## config.mk

```make
export PLATFORM = sky130hd
export DESIGN_NAME = qpp_llr_interleaver
export DESIGN_NICKNAME = d
export VERILOG_FILES = /design/src/rtl/qpp_llr_interleaver.sv
export SDC_FILE = /design/constraint.sdc
export NUM_CORES = 1
export LEC_CHECK = 0
export ABC_CLOCK_PERIOD_IN_PS = 3700
export BUFFER_PORTS_ARGS = -buffer_cell sky130_fd_sc_hd__buf_2
export CELL_PAD_IN_SITES_DETAIL_PLACEMENT = 1
export CELL_PAD_IN_SITES_GLOBAL_PLACEMENT = 1
export CORE_MARGIN = 2
export CORE_UTILIZATION = 47
export DETAILED_ROUTE_END_ITERATION = 10
export PLACE_DENSITY_LB_ADDON = 0.1
export SLEW_MARGIN = 25
export SYNTH_ARGS = -nofsm -noshare
export SYNTH_HDL_FRONTEND = slang
export SYNTH_SLANG_ARGS = --single-unit
```

## constraint.sdc

```tcl
create_clock -name Clock -period 3.7 [get_ports Clock]
set_input_delay 0.74 -clock Clock [delete_from_list [all_inputs] [get_ports Clock]]
set_output_delay 0.74 -clock Clock [all_outputs]
set_load 0.05 [all_outputs]
```

## src/rtl/qpp_llr_interleaver.sv

```systemverilog
// QPP interleaver/deinterleaver for FPTD extrinsic LLR frames; permutation addresses come from an
// add-only QPP recursion. Define FPTD_ILV_DOUBLE_BUFFER_EN for ping-pong buffering (load overlaps drain).
module qpp_llr_interleaver #(
   parameter int FL = 104,
   parameter int M  = 5,
   parameter int F1 = 7,
   parameter int F2 = 26
) (
   input  logic         Clock,
   input  logic         nReset,
   input  logic         Mode,
   input  logic         In_Valid,
   output logic         In_Ready,
   input  logic [M-1:0] In_Data,
   output logic         Out_Valid,
   input  logic         Out_Ready,
   output logic [M-1:0] Out_Data,
   output logic         Out_Last,
   output logic         Busy
);
   localparam int W  = $clog2(FL) + 1;
   localparam int AW = $clog2(FL);
   localparam logic [W-1:0] FL_W   = W'(FL);
   localparam logic [W-1:0] LAST_W = W'(FL - 1);
   localparam logic [W-1:0] D_W    = W'((2 * F2) % FL);
   localparam logic [W-1:0] G0_W   = W'((F1 + F2) % FL);
   localparam logic [W-1:0] ONE_W  = W'(1);
`ifdef FPTD_ILV_DOUBLE_BUFFER_EN
   localparam logic DBUF = 1'b1;
`else
   localparam logic DBUF = 1'b0;
`endif

   generate
      if (FL < 8 || F1 <= 0 || F1 >= FL || F2 < 0 || F2 >= FL) begin : g_bad_params
         $error("qpp_llr_interleaver: illegal FL/F1/F2 parameter combination");
      end
   endgenerate

   typedef enum logic {LOAD = 1'b0, DRAIN = 1'b1} state_t;

   // Operands are always < FL, so a single conditional subtract completes the modulo.
   function automatic logic [W-1:0] mod_add(input logic [W-1:0] a, input logic [W-1:0] b);
      logic [W-1:0] s;
      s = a + b;
      if (s >= FL_W) begin
         mod_add = s - FL_W;
      end else begin
         mod_add = s;
      end
   endfunction

   logic [M-1:0] mem_r [0:1][0:FL-1];

   state_t       state_r, state_s;
   logic         in_ready_r, in_ready_s;
   logic [M-1:0] out_data_r, out_data_s;
   logic         out_last_r, out_last_s;
   logic         busy_r, busy_s;
   logic         wr_sel_r, wr_sel_s, rd_sel_r, rd_sel_s;
   logic [1:0]   full_r, full_s, mode_r, mode_s;
   logic [W-1:0] wr_cnt_r, wr_cnt_s, wr_pi_r, wr_pi_s, wr_g_r, wr_g_s;
   logic [W-1:0] rd_cnt_r, rd_cnt_s, rd_pi_r, rd_pi_s, rd_g_r, rd_g_s;

   logic          wr_hs_s, wr_mode_s, wr_last_s, rd_hs_s, rd_last_s, rd_buf_s;
   logic [AW-1:0] wr_addr_s, rd_addr_s;
   logic [W-1:0]  rd_nidx_s, rd_npi_s;
   logic [1:0]    full_set_s, full_clr_s;

   // Mode is taken live on a frame's first symbol, from the per-buffer latch afterwards.
   assign wr_hs_s    = In_Valid & in_ready_r;
   assign wr_mode_s  = (wr_cnt_r == {W{1'b0}}) ? Mode : mode_r[wr_sel_r];
   assign wr_addr_s  = wr_mode_s ? wr_pi_r[AW-1:0] : wr_cnt_r[AW-1:0];
   assign wr_last_s  = wr_hs_s & (wr_cnt_r == LAST_W);
   assign rd_hs_s    = (state_r == DRAIN) & Out_Ready;
   assign rd_last_s  = rd_hs_s & (rd_cnt_r == LAST_W);
   assign rd_nidx_s  = rd_cnt_r + ONE_W;
   assign rd_npi_s   = mod_add(rd_pi_r, rd_g_r);
   assign rd_addr_s  = mode_r[rd_sel_r] ? rd_nidx_s[AW-1:0] : rd_npi_s[AW-1:0];
   assign rd_buf_s   = (state_r == DRAIN) ? (rd_sel_r ^ DBUF) : rd_sel_r;
   assign full_set_s = wr_last_s ? (2'b01 << wr_sel_r) : 2'b00;
   assign full_clr_s = rd_last_s ? (2'b01 << rd_sel_r) : 2'b00;
   assign full_s     = (full_r | full_set_s) & ~full_clr_s;
   assign in_ready_s = ~full_s[wr_sel_s];
   assign busy_s     = (full_s != 2'b00) || (wr_cnt_s != {W{1'b0}});

   // Write-side sequencing: symbol count and QPP recursion for deinterleave write addresses.
   always_comb begin
      wr_sel_s = wr_sel_r;
      wr_cnt_s = wr_cnt_r;
      wr_pi_s  = wr_pi_r;
      wr_g_s   = wr_g_r;
      mode_s   = mode_r;
      if (wr_last_s) begin
         mode_s[wr_sel_r] = wr_mode_s;
         wr_sel_s         = wr_sel_r ^ DBUF;
         wr_cnt_s         = {W{1'b0}};
         wr_pi_s          = {W{1'b0}};
         wr_g_s           = G0_W;
      end else if (wr_hs_s) begin
         mode_s[wr_sel_r] = wr_mode_s;
         wr_cnt_s         = wr_cnt_r + ONE_W;
         wr_pi_s          = mod_add(wr_pi_r, wr_g_r);
         wr_g_s           = mod_add(wr_g_r, D_W);
      end else begin
         wr_sel_s = wr_sel_r;
      end
   end

   // Read-side FSM: prefetch symbol 0 once a buffer fills, then one symbol per output handshake.
   always_comb begin
      state_s    = state_r;
      out_data_s = out_data_r;
      out_last_s = out_last_r;
      rd_sel_s   = rd_sel_r;
      rd_cnt_s   = rd_cnt_r;
      rd_pi_s    = rd_pi_r;
      rd_g_s     = rd_g_r;
      if ((state_r == LOAD) || rd_last_s) begin
         rd_sel_s   = rd_buf_s;
         rd_cnt_s   = {W{1'b0}};
         rd_pi_s    = {W{1'b0}};
         rd_g_s     = G0_W;
         out_last_s = 1'b0;
         if (full_s[rd_buf_s]) begin
            state_s    = DRAIN;
            out_data_s = mem_r[rd_buf_s][{AW{1'b0}}];
         end else begin
            state_s = LOAD;
         end
      end else if (rd_hs_s) begin
         state_s    = DRAIN;
         rd_cnt_s   = rd_nidx_s;
         rd_pi_s    = rd_npi_s;
         rd_g_s     = mod_add(rd_g_r, D_W);
         out_data_s = mem_r[rd_sel_r][rd_addr_s];
         out_last_s = (rd_nidx_s == LAST_W);
      end else begin
         state_s = DRAIN;
      end
   end

   // Control and output registers.
   always_ff @(posedge Clock or negedge nReset) begin
      if (!nReset) begin
         state_r    <= LOAD;
         in_ready_r <= 1'b1;
         out_data_r <= {M{1'b0}};
         out_last_r <= 1'b0;
         busy_r     <= 1'b0;
         wr_sel_r   <= 1'b0;
         rd_sel_r   <= 1'b0;
         full_r     <= 2'b00;
         mode_r     <= 2'b00;
         wr_cnt_r   <= {W{1'b0}};
         wr_pi_r    <= {W{1'b0}};
         wr_g_r     <= G0_W;
         rd_cnt_r   <= {W{1'b0}};
         rd_pi_r    <= {W{1'b0}};
         rd_g_r     <= G0_W;
      end else begin
         state_r    <= state_s;
         in_ready_r <= in_ready_s;
         out_data_r <= out_data_s;
         out_last_r <= out_last_s;
         busy_r     <= busy_s;
         wr_sel_r   <= wr_sel_s;
         rd_sel_r   <= rd_sel_s;
         full_r     <= full_s;
         mode_r     <= mode_s;
         wr_cnt_r   <= wr_cnt_s;
         wr_pi_r    <= wr_pi_s;
         wr_g_r     <= wr_g_s;
         rd_cnt_r   <= rd_cnt_s;
         rd_pi_r    <= rd_pi_s;
         rd_g_r     <= rd_g_s;
      end
   end

   // Frame buffer storage, deliberately not reset.
   always_ff @(posedge Clock) begin
      if (wr_hs_s) begin
         mem_r[wr_sel_r][wr_addr_s] <= In_Data;
      end
   end

   assign In_Ready  = in_ready_r;
   assign Out_Valid = (state_r == DRAIN);
   assign Out_Data  = out_data_r;
   assign Out_Last  = out_last_r;
   assign Busy      = busy_r;

endmodule

```

# Word-level counts from Yosys, hierarchy flattened
# Memory sizes are Yosys's and may differ from the RTL's.
# Cells that the tools add are included.
# totals
n_memories	1
ram_bits	1040
register_bits	60
# op_classes
bitwise	11
n_reduce_logical	9
add_sub_neg	10
muxes	37
eq_ne	4
order_cmp	7
# mem_list
memory	words	word_bits	rd	rd_clocked_by_memory_dff	write_ports	line_no	text
mem_r	2	520	1	0	1	53	logic [M-1:0] mem_r [0:1][0:FL-1];
# op_table
cell	n
520-bit two-way mux	1
8-bit two-way mux	16
5-bit binary-select mux with 7-bit select	1
5-bit demux with 7-bit select	1
8-bit by 7-bit >= comparator with 1-bit output, second input constant	4
8-bit by 7-bit subtractor with 8-bit output, second input constant	4
5-bit two-way mux	6
8-bit by 7-bit == test with 1-bit output, second input constant	3
8-bit by 1-bit adder with 8-bit output, second input constant	2
8-bit by 6-bit adder with 8-bit output, second input constant	2
8-bit adder	2
8-bit >= comparator, second input constant	2
7-bit NOT with 8-bit output	2
7-bit two-way mux	2
1-bit two-way mux	10
8-bit zero test	1
8-bit by 1-bit < comparator with 1-bit output, second input constant	1
8-bit nonzero test	1
2-bit nonzero test	3
1-bit bitwise AND	4
2-bit bitwise AND	1
1-bit logical OR	2
2-bit by 1-bit inequality test with 1-bit output, second input constant	1
1-bit NOT	2
other kinds (4)	4

# Longest topological paths before layout
# Gate-level depths: netlist of the first run.
# logic_depth
depth_word	10
mapped_depth	14
depth_no_buf	14

# Worst setup path after synthesis of the first run
# OpenSTA, ideal clock, no wires.
# synth_path
path_type	reg2reg
start	register rd_pi_r[0]
end	register out_data_r[0] (netlist: Out_Data[0])
path_stages_with_launch	15
setup_time_ns	0.136
path_buffers	1
setup_slack_ns	0.406
arrival_time_ns	3.159
path_cell_list	dfrtp_1 ha_1 ha_1 a211o_1 and2_1 nor2_1 inv_1 ha_1 or4_1 o211ai_1 o21ai_1 buf_2 mux2i_1 a22oi_1 nand4_1
# synth_between
elab_chain_cells	10
# synth_lines
element	line_no	text
from (decl)	63	logic [W-1:0] rd_cnt_r, rd_cnt_s, rd_pi_r, rd_pi_s, rd_g_r, rd_g_s;
from (signal assigned)	159	rd_pi_r <= {W{1'b0}};
from (signal assigned)	175	rd_pi_r <= rd_pi_s;
8-bit adder *	45	s = a + b;
8-bit by 7-bit subtractor with 8-bit output or 8-bit by 7-bit >= comparator with 1-bit output (tied branches)	47, 46	
8-bit two-way mux *	46	if (s >= FL_W) begin
7-bit two-way mux *	79	assign rd_addr_s = mode_r[rd_sel_r] ? rd_nidx_s[AW-1:0] : rd_npi_s[AW-1:0];
7-bit NOT with 8-bit output (not written as such) *	136	out_data_s = mem_r[rd_sel_r][rd_addr_s];
5-bit binary-select mux with 7-bit select *	136	
5-bit two-way mux (not written as such) * (2 in series)	136	
5-bit two-way mux *	131	end else if (rd_hs_s) begin
5-bit two-way mux *	119	if ((state_r == LOAD) || rd_last_s) begin
to (signal assigned)	148	out_data_r <= {M{1'b0}};
to (signal assigned)	164	out_data_r <= out_data_s;
to (decl)	57	logic [M-1:0] out_data_r, out_data_s;
# Every way passes the cells marked *; elsewhere a longest branch is shown, timed or not. The select of a mux whose other input is x is not followed.
# A chain may end at the register's enable or synchronous reset.

# Worst setup path after layout of the first run
# Same ends and word-level chain as after synthesis.

==> qor.csv, run 1 <==
stage;metric;value;unit
outcome;outcome;finished, final reports clean;
cts;clk_pin_slew_worst_paths;0.07;ns
sta;period_needed;3.57;ns
placed_design;buffer_ports.inserted;18;
cts;buffer_depth_of_the_longest_clock_path;3;
synthesis;warnings_synthesis;0;
layout;final_net_count;1616;
pwr;leakagePower;9.17;nW
setup_path;crit_path_max_fanout;5;
setup_path;crit_path_start_kind;register;
sta;timing_max_transition_violations_final;0;
layout;fraction_of_the_core_area_covered_by_cells_at_the_end_of_the_flow;53.9;%
floorplanning;die_w;233;um
route;vias;13698;
floorplanning;die_area;0.0542;sq mm
route;drt_wl_total;61800;um
route;antenna_violating_nets_post_route;0;
placed_design;gp_routability_congestion;0.869;
layout;area_delta_synth_final;12.8;%
global_route;pin_count_of_the_biggest_net_entering_global_routing;105;
global_route;grt_antenna_before_repair;2;
synthesis;syn-num-nets;1551;
synthesis;synthArstFlopShare;9.88;%
min_path;worstHoldPathType;in2async;
setup_path;timing.critical_path.to_type;register;
cts;tritoncts.num_buffers;60;
cts;cts_hold_buf;0;
cts;cts_sinks;577;
floorplanning;die-height;233;um
floorplanning;core-area;0.0515;sq mm
setup_path;arrival;4.07;ns
layout;drive_above_1_share;22.0;%
synthesis;synth-seq-cells;577;
sta;period_utilization_post_route;96.6;%
setup_path;worstSetupPathType;reg2reg;
synthesis;synth_cell_types;66;
job;cap_viol_max_count;0;
pwr;power.density;618;mW/mm^2
route;viasPerCell;5.92;
floorplanning;start_util;47.8;%
sta;worst_slew_pin_slew;1.10;ns
setup_path;critical_path_required;4.19;ns
route;detailedRoute.firstIterationViolations;1153;
route;wl_met3;3540;um
synthesis;synth_instances;1515;
global_route;grt_usage;23.7;%
cts;cts_root_buf;sky130_fd_sc_hd__clkbuf_16;
route;detail_route.wirelength.met1;27500;um
cts;worst_skew_late_latency;0.63;ns
sta;slew-limit-headroom;26.5;%
synthesis;post_synth.cell_area_avg;16.2;sq um
sta;clock-skew-final;0.0105;ns
synthesis;cell_accounting_for_the_most_synthesized_area;sky130_fd_sc_hd__edfxtp_1;
route;met2_length;29100;um
cts;tritoncts;yes;
floorplanning;ios;19;
route;wl_per_cell;26.7;um
sta;finalWorstSetupSlack;0.125;ns
pwr;irDropWorstVdd;0.432;mV
route;drtPass1Iterations;5;
synthesis;number_of_synthesized_flops_with_an_enable_pin;520;
route;drc_violations_left;0;
synthesis;yosysTopAreaCellShare;63.4;%
synthesis;mappedNetlistArea;0.0246;sq mm
global_route;number_of_global_route_vias_before_repair;14291;
synthesis;synth_ff_type;sky130_fd_sc_hd__edfxtp_1;
sta;setup_total_negative_slack;0;ns
cts;cts.htree.levels;2;
synthesis;yosysSeqAreaShare;69.3;%
placed_design;dp_hpwl;40000;um
synthesis;synthMostInstantiatedCell;sky130_fd_sc_hd__edfxtp_1;
placed_design;preCtsSetupSlack;-0.0728;ns
sta;achievable-frequency;280;MHz
floorplanning;count_of_standard_cell_rows;83;
synthesis;yosys-top-cells-area;sky130_fd_sc_hd__edfxtp_1, sky130_fd_sc_hd__mux4_2, sky130_fd_sc_hd__dfrtp_1;
global_route;first_pass_grt_wire_length;94200;um
global_route;globalRouteOverflowTotal;0;
route;highest-signal-layer;met4;
synthesis;netlist_top_cells_count;sky130_fd_sc_hd__edfxtp_1, sky130_fd_sc_hd__nor2_1, sky130_fd_sc_hd__mux4_2;
sta;timing.final.hold_violations;0;
sta;timing.final.setup_violations;0;
==> worst max-delay path, stage by stage (launching register included) <==
cell,delay [ns]
sky130_fd_sc_hd__dfrtp_1,0.39
sky130_fd_sc_hd__ha_1,0.22
sky130_fd_sc_hd__ha_1,0.21
sky130_fd_sc_hd__a211o_1,0.33
sky130_fd_sc_hd__and2_4,0.19
sky130_fd_sc_hd__nor2_4,0.12
sky130_fd_sc_hd__inv_1,0.05
sky130_fd_sc_hd__ha_1,0.29
sky130_fd_sc_hd__or4_1,0.53
sky130_fd_sc_hd__o211ai_1,0.28
sky130_fd_sc_hd__o21ai_2,0.17
sky130_fd_sc_hd__buf_2,0.20
sky130_fd_sc_hd__mux2i_1,0.14
sky130_fd_sc_hd__a22oi_1,0.21
sky130_fd_sc_hd__nand4_1,0.11
==> per-layer routing <==
layer	track usage [%]	up-vias
met5	0	-
met4	7.34	0
met3	3.71	90
met2	37.0	401
met1	34.6	7135
li1	-	6072
==> placed cells by master (no fill, tap or decap), drive strengths merged, types with 6 or more instances in the layout <==
cell type	Yosys	routed
a21o	6	6
a21oi	46	46
a22o	6	6
a22oi	18	18
a311oi	6	6
a31oi	12	12
and2	9	9
and3	15	15
buf	31	91
clkbuf	57	69
clkinv	0	29
clkinvlp	0	6
dfrtp	52	52
edfxtp	520	520
ha	26	26
inv	25	32
mux2i	26	26
mux4	131	131
nand2	127	127
nand2b	7	7
nand3	18	18
nand4	15	15
nor2	150	150
nor3	13	13
nor3b	10	10
o2111ai	7	7
o21ai	37	37
o22ai	10	10
or2	18	18
or3	8	8
xnor2	28	28
xor2	14	14
==> logic make-up after synthesis <==
group           after synthesis  share of synthesized area (%)
compound gates              186                           5.15
xor+xnor                     42                           1.49
fa+ha+maj                    26                           1.32
buf+inv                     113                           1.94
flops                       577                           69.3
mux                         160                           13.2
simple gates                411                           7.66
==> flip-flops by register name, indices dropped and copies added (netlist names), 5 cells and up <==
register  count
Out_Data      5
mem_r       520
rd_cnt_r      8
rd_g_r        7
rd_pi_r       8
wr_cnt_r      8
wr_g_r        7
wr_pi_r       8
==> metrics by stage <==
stage | std cells | cell area, sq um | total power, mW | hold WS, ns
global route | 2312 | 27800 | 17.9 | 0.0609
CTS | 2306 | 27700 | 17.3 | 0.0279
global placement | 2193 | 25800 | 11.5 | 0.467
finish | 2312 | 27800 | 17.2 | 0.0429
floorplan | 1515 | 24600 | 10.2 | 0.444
detailed placement | 2193 | 25800 | 11.6 | 0.474
==> area by class of cell <==
type / count / area [sq um]
clock inverters: 43 / 299
well taps: 680 / 851
clock buffers: 69 / 1540
fillers: 4825 / 23700
inverters: 25 / 93.8
repair buffers: 91 / 758
diodes: 2 / 5.00
flip-flops and latches: 577 / 17000
multi-input cells: 825 / 7190
==> worst paths after layout <==
| kind | start | to | slack (ns) | cells after the start |
|---|---|---|---|---|
| worst max-delay path | rd_pi_r[0] | Out_Data[0] | 0.13 | 14 |
| worst min-delay path | nReset | wr_g_r[7] | 0.04 | 1 |
| worst max register to register | rd_pi_r[0] | Out_Data[0] | 0.13 | 14 |
| worst min register to register | Out_Last | Out_Last | 0.48 | 2 |
| max in group asynchronous | nReset | Out_Data[1] | 2.70 | 2 |
| min in group Clock | Out_Last | Out_Last | 0.48 | 2 |
==> repair_timing <==
item / CTS / global route
cloned: 0 / 1
buffers inserted: 1 / 3
setup endpoints to repair: 3 / 5
pin swaps: 2 / 6
resized for setup: 2 / 13
==> power breakdown <==
part,leakage (nW),internal [mW],total [mW],switching [mW]
registers,5.42,7.39,7.59,0.206
logic,2.87,1.47,3.93,2.45
clock network,0.883,3.07,5.65,2.58
Note: power is estimated with default switching activity, not from simulation.
==> inputs of run 2 (changes only) <==
--- a/config.mk
+++ b/config.mk
@@ -10,7 +10,7 @@
 export CELL_PAD_IN_SITES_DETAIL_PLACEMENT = 1
 export CELL_PAD_IN_SITES_GLOBAL_PLACEMENT = 1
 export CORE_MARGIN = 2
-export CORE_UTILIZATION = 47
+export CORE_UTILIZATION = 40
 export DETAILED_ROUTE_END_ITERATION = 10
 export PLACE_DENSITY_LB_ADDON = 0.1
 export SLEW_MARGIN = 25
==> run 2 against run 1 <==
Non-clock buffer count rose by 28; sequential share of layout area fell by 1.4 points; die area grew 17%; combinational power grew 5%; global-route usage decreased by 2.8 points; hold slack better by 0.18 ns; register-to-register slack about the same; sequential cell count unchanged.
==> qor.csv, run 2 (synthesized netlist as in run 1, its figures left out) <==
stage;metric;value;unit
outcome;outcome;finished, final reports clean;
placed_design;gp_routability_congestion;0.850;
pwr;comb_power_share;22.8;%
cts;tritoncts.num_buffers;66;
setup_path;timing.critical_path.max_delay_family;compound AO/OA/AOI/OAI gates;
pwr;sequential_share_of_power;42.1;%
cts;cts.htree.levels;3;
setup_path;arrival;4.04;ns
pwr;internal_power;12.7;mW
setup_path;critical_path_buf_inv_count;2;
pwr;power.density;634;mW/mm^2
layout;area_delta_synth_final;15.4;%
setup_path;worstSetupPathType;reg2reg;
cts;cts_sinks;577;
sta;period_needed;3.59;ns
floorplanning;core-area;0.0606;sq mm
route;viasPerCell;5.66;
sta;slew-limit-headroom;32.5;%
setup_path;regToRegSetupSlack;0.11;ns
pwr;switchingPower;5.34;mW
layout;most_frequent_cells_in_the_layout;sky130_fd_sc_hd__edfxtp_1, sky130_fd_sc_hd__nor2_1, sky130_fd_sc_hd__mux4_2;
layout;largest_register_ffs;520;
global_route;globalRouteOverflowTotal;0;
placed_design;placedCellCount;2321;
setup_path;worstPathCellList;ha_1 > o21a_1 > a2bb2oi_2 > mux2i_1 > o21ai_1 > o2111ai_4 > buf_4 > buf_4 > o21ai_0 > o22ai_1 > a32oi_2 > nand4_1;
floorplanning;count_of_standard_cell_rows;90;
setup_path;critical_path_required;4.16;ns
floorplanning;start_util;40.6;%
sta;timing.final.hold_violations;0;
route;wl_per_cell;26.6;um
setup_path;cp_common_cell;sky130_fd_sc_hd__buf_4;
route;vias;13841;
pwr;share_clk_of_total_power;35.0;%
cts;cts_root_buf;sky130_fd_sc_hd__clkbuf_16;
global_route;grt_usage;20.9;%
layout;final_cells;2447;
layout;drive_above_1_share;23.7;%
cts;tritoncts;yes;
cts;clk_pin_slew_worst_paths;0.06;ns
setup_path;timing.critical_path.to_type;register;
floorplanning;ios;19;
floorplanning;die_area;0.0635;sq mm
pwr;post-layout-total-power;18.0;mW
sta;timing.final.setup_violations;0;
layout;fill_cells;5818;
placed_design;buffer_ports.inserted;18;
cts;cts_hold_buf;0;
pwr;leakagePower;9.46;nW
floorplanning;die_w;252;um
pwr;p_sw_share;29.6;%
sta;period_utilization_post_route;97.0;%
sta;worst_slew_pin_slew;1.01;ns
sta;achievable-frequency;279;MHz
placed_design;dp_hpwl;42800;um
layout;register_bank_with_the_most_flops;mem_r;
global_route;number_of_global_route_vias_before_repair;14559;
floorplanning;die-height;252;um
route;drc_violations_left;0;
min_path;worstHoldPathType;in2async;
route;drt_wl_total;65100;um
route;antenna_violating_nets_post_route;0;
global_route;pin_count_of_the_biggest_net_entering_global_routing;87;
job;cap_viol_max_count;0;
sta;clock-skew-final;0.0211;ns
setup_path;slowest_stage;sky130_fd_sc_hd__o21ai_1;
route;detailedRoute.firstIterationViolations;1084;
sta;finalHoldWorstSlack;0.223;ns
pwr;irDropWorstVdd;0.409;mV
setup_path;crit_path_start_kind;register;
cts;worst_skew_late_latency;0.60;ns
global_route;first_pass_grt_wire_length;97300;um
global_route;grt_antenna_before_repair;3;
layout;layout_commonest_cell;sky130_fd_sc_hd__edfxtp_1;
sta;timing_max_transition_violations_final;0;
route;drtPass1Iterations;5;
layout;final_net_count;1651;
setup_path;crit_path_max_fanout;8;
setup_path;critical_path.max_stage_delay;0.61;ns
cts;buffer_depth_of_the_longest_clock_path;3;
run 2: final timing paths:
kind                                  from     endpoint  cells past startpoint
worst max-delay path             rd_g_r[4]  Out_Data[1]                     12
worst min-delay path                nReset    wr_g_r[7]                      1
worst max register to register   rd_g_r[4]  Out_Data[1]                     12
worst min register to register  rd_pi_r[5]   rd_pi_r[5]                      2
max in group asynchronous           nReset    rd_g_r[5]                      2
min in group Clock              rd_pi_r[5]   rd_pi_r[5]                      2
run 2: power groups by stage:
stage,Combinational [mW],Sequential (mW),Clock (mW)
4_1_cts,4.06,7.59,6.47
3_3_place_gp,4.00,7.71,0
6_report,4.11,7.58,6.31
2_1_floorplan,2.56,7.64,0
3_5_place_dp,4.03,7.72,0
5_1_grt,4.47,7.61,6.71
run 2: layout make-up:
type	count	area, sq um	area share (%)
inverter	25	93.8	0.330
clock inverter	40	352	1.24
clock buffer	77	1710	6.03
antenna	1	2.50	0.00881
tap	782	978	3.44
sequential	577	17000	60.0
multi-input combinational	826	7230	25.5
timing repair buffer	119	993	3.50
run 2: layer usage:
metal  global-route usage, %  vias to the layer above  routed length, um
met1                    30.2                     7276              29700
met2                    32.8                      310              30400
met5                       0                        -                 52
li1                        -                     6142                  -
met3                    3.66                      105               3270
met4                    5.78                        8               1750
run 2: through the flow:
stage / area, sq um / TNS, ns / utilization (%) / worst slack (ns)
after floorplan: 24600 / 0 / - / 0.406
after global placement: 26200 / -0.0250 / 43.2 / -0.00858
after detailed placement: 26200 / -0.242 / 43.2 / -0.0621
after CTS: 28200 / 0 / 46.6 / 0.0132
after global routing: 28400 / -0.00947 / 46.9 / -0.00947
final: 28400 / 0 / 46.9 / 0.111
run 2: worst reg2reg max path, cell delays in order, from the launching register on:
cell and delay [ns]:
sky130_fd_sc_hd__dfrtp_1 0.46, sky130_fd_sc_hd__ha_1 0.33, sky130_fd_sc_hd__o21a_1 0.23, sky130_fd_sc_hd__a2bb2oi_2 0.29, sky130_fd_sc_hd__mux2i_1 0.18, sky130_fd_sc_hd__o21ai_1 0.61
sky130_fd_sc_hd__o2111ai_4 0.21, sky130_fd_sc_hd__buf_4 0.22, sky130_fd_sc_hd__buf_4 0.16, sky130_fd_sc_hd__o21ai_0 0.22, sky130_fd_sc_hd__o22ai_1 0.21, sky130_fd_sc_hd__a32oi_2 0.20
sky130_fd_sc_hd__nand4_1 0.11
run 2: repair_timing:
item / 4_1_cts / 5_1_grt
resized for setup: 3 / 19
gates cloned: 0 / 1
buffers inserted: 1 / 5
endpoints found under the setup margin: 5 / 5
pin swaps: 1 / 10
==> inputs of run 3 (changes only) <==
--- a/config.mk
+++ b/config.mk
@@ -13,6 +13,7 @@
 export CORE_UTILIZATION = 40
 export DETAILED_ROUTE_END_ITERATION = 10
 export PLACE_DENSITY_LB_ADDON = 0.1
+export SETUP_SLACK_MARGIN = 0.5
 export SLEW_MARGIN = 25
 export SYNTH_ARGS = -nofsm -noshare
 export SYNTH_HDL_FRONTEND = slang
==> run 3 against run 2 <==
Die area unchanged; hold slack better by 0.088 ns; critical path type unchanged; count of clock-buffer cells in the layout decreased by 5; via count down 0.71%; critical endpoint is now Out_Data[0]; highest routed layer is now met4; sequential share of layout area is 1.0 points lower.
==> qor.csv, run 3 (synthesized netlist as in run 1, its figures left out) <==
stage;metric;value;unit
floorplanning;count_of_standard_cell_rows;90;
sta;timing_max_transition_violations_final;0;
sta;achievable-frequency;287;MHz
floorplanning;die_area;0.0635;sq mm
pwr;post-layout-total-power;18.0;mW
sta;finalWorstSetupSlack;0.214;ns
route;drt_wl_total;65500;um
pwr;irDropWorstVdd;0.373;mV
cts;tritoncts.num_buffers;59;
layout;register_bank_with_the_most_flops;mem_r;
pwr;leakagePower;9.52;nW
setup_path;timing.reg2reg.worst_path_depth;12;
cts;clk_pin_slew_worst_paths;0.07;ns
floorplanning;ios;19;
sta;timing.final.setup_violations;0;
route;drtPass1Iterations;5;
floorplanning;die-height;252;um
floorplanning;start_util;40.6;%
min_path;worstHoldPathType;in2async;
layout;layout_commonest_cell;sky130_fd_sc_hd__edfxtp_1;
sta;setup_total_negative_slack;0;ns
pwr;power.density;623;mW/mm^2
setup_path;regToRegSetupSlack;0.21;ns
setup_path;worstSetupPathType;reg2reg;
layout;drive_above_1_share;30.5;%
placed_design;dp_hpwl;42500;um
cts;cts_root_buf;sky130_fd_sc_hd__clkbuf_16;
global_route;grt_antenna_before_repair;1;
sta;slew-limit-headroom;43.0;%
layout;final_net_count;1658;
layout;area_delta_synth_final;17.4;%
route;wl_per_cell;26.7;um
job;cap_viol_max_count;0;
setup_path;crit_path_start_kind;register;
cts;worst_skew_late_latency;0.63;ns
setup_path;arrival;3.98;ns
outcome;outcome;finished, final reports clean;
setup_path;worst_r2r_startpoint;rd_pi_r[0];
route;viasPerCell;5.60;
cts;tritoncts;yes;
global_route;pin_count_of_the_biggest_net_entering_global_routing;105;
sta;period_utilization_post_route;94.2;%
global_route;first_pass_grt_wire_length;99000;um
placed_design;preCtsSetupSlack;0.0500;ns
placed_design;gp_routability_congestion;0.841;
sta;timing.final.hold_violations;0;
route;drc_violations_left;0;
floorplanning;die_w;252;um
layout;most_frequent_cells_in_the_layout;sky130_fd_sc_hd__edfxtp_1, sky130_fd_sc_hd__mux4_2, sky130_fd_sc_hd__nand2_1;
route;detailedRoute.firstIterationViolations;1063;
cts;cts.htree.levels;2;
cts;cts_sinks;577;
route;vias;13743;
global_route;grt_usage;21.1;%
sta;rsz_0062_raised_after_global_routing;true;
layout;largest_register_ffs;520;
sta;clock-skew-final;0.0192;ns
setup_path;crit_start;rd_pi_r[0];
floorplanning;core-area;0.0606;sq mm
route;antenna_violating_nets_post_route;0;
global_route;number_of_global_route_vias_before_repair;14678;
cts;buffer_depth_of_the_longest_clock_path;3;
placed_design;buffer_ports.inserted;18;
setup_path;critical_path_required;4.20;ns
sta;worst_slew_pin_slew;0.855;ns
setup_path;crit_path_max_fanout;7;
global_route;globalRouteOverflowTotal;0;
sta;period_needed;3.49;ns
setup_path;timing.critical_path.to_type;register;
run 3: where the power goes:
group / switching [mW] / leakage [nW] / internal, mW
clock: 2.53 / 0.967 / 3.56
combinational: 2.70 / 3.13 / 1.67
sequential: 0.173 / 5.42 / 7.39
run 3: worst max-delay path: stages (launching register included):
cell                        delay, ns
sky130_fd_sc_hd__dfrtp_1         0.41
sky130_fd_sc_hd__ha_4            0.19
sky130_fd_sc_hd__ha_4            0.16
sky130_fd_sc_hd__a211o_4         0.35
sky130_fd_sc_hd__a2111oi_4       0.38
sky130_fd_sc_hd__a311oi_4        0.10
sky130_fd_sc_hd__buf_4           0.17
sky130_fd_sc_hd__or4_4           0.51
sky130_fd_sc_hd__o211ai_1        0.25
sky130_fd_sc_hd__o21a_2          0.35
sky130_fd_sc_hd__nand3_2         0.11
sky130_fd_sc_hd__a32oi_2         0.25
sky130_fd_sc_hd__nand4_1         0.12
run 3: layer usage:
metal	GRT usage, %	wire length (um)
met5	0	0
met4	6.02	1610
met3	2.62	2470
met2	35.0	32000
met1	29.4	29500
run 3: final cells by class:
type / count / area, sq um
Antenna cell: 1 / 2.50
Clock buffer: 72 / 1570
Clock inverter: 37 / 399
Fill cell: 5750 / 31700
Inverter: 25 / 93.8
Multi-Input combinational cell: 826 / 7660
Sequential cell: 577 / 17000
Tap cell: 782 / 978
Timing Repair Buffer: 133 / 1160
run 3: what timing repair did:
| item | CTS | global route |
|---|---|---|
| setup endpoints to repair | 40 | 419 |
| cloned | 3 | 0 |
| hold buffers | 0 | 0 |
| buffers inserted | 16 | 2 |
| pin swaps | 18 | 12 |
| gates resized for setup | 51 | 90 |
run 3: stage by stage:
stage	hold slack (ns)	cells	cell area, sq um	utilization [%]
finish	0.312	2453	28900	47.7
global route	0.360	2452	28900	47.7
CTS	0.336	2450	28600	47.2
detailed placement	0.472	2322	26200	43.3
global placement	0.451	2322	26200	43.3
floorplan	0.444	1515	24600	-
run 3: path summary, 6_finish.rpt:
kind                                     to
worst min register to register     Out_Last
max in group asynchronous         rd_g_r[6]
worst max register to register  Out_Data[0]
worst max-delay path            Out_Data[0]
min in group Clock                 Out_Last
worst min-delay path             wr_pi_r[7]
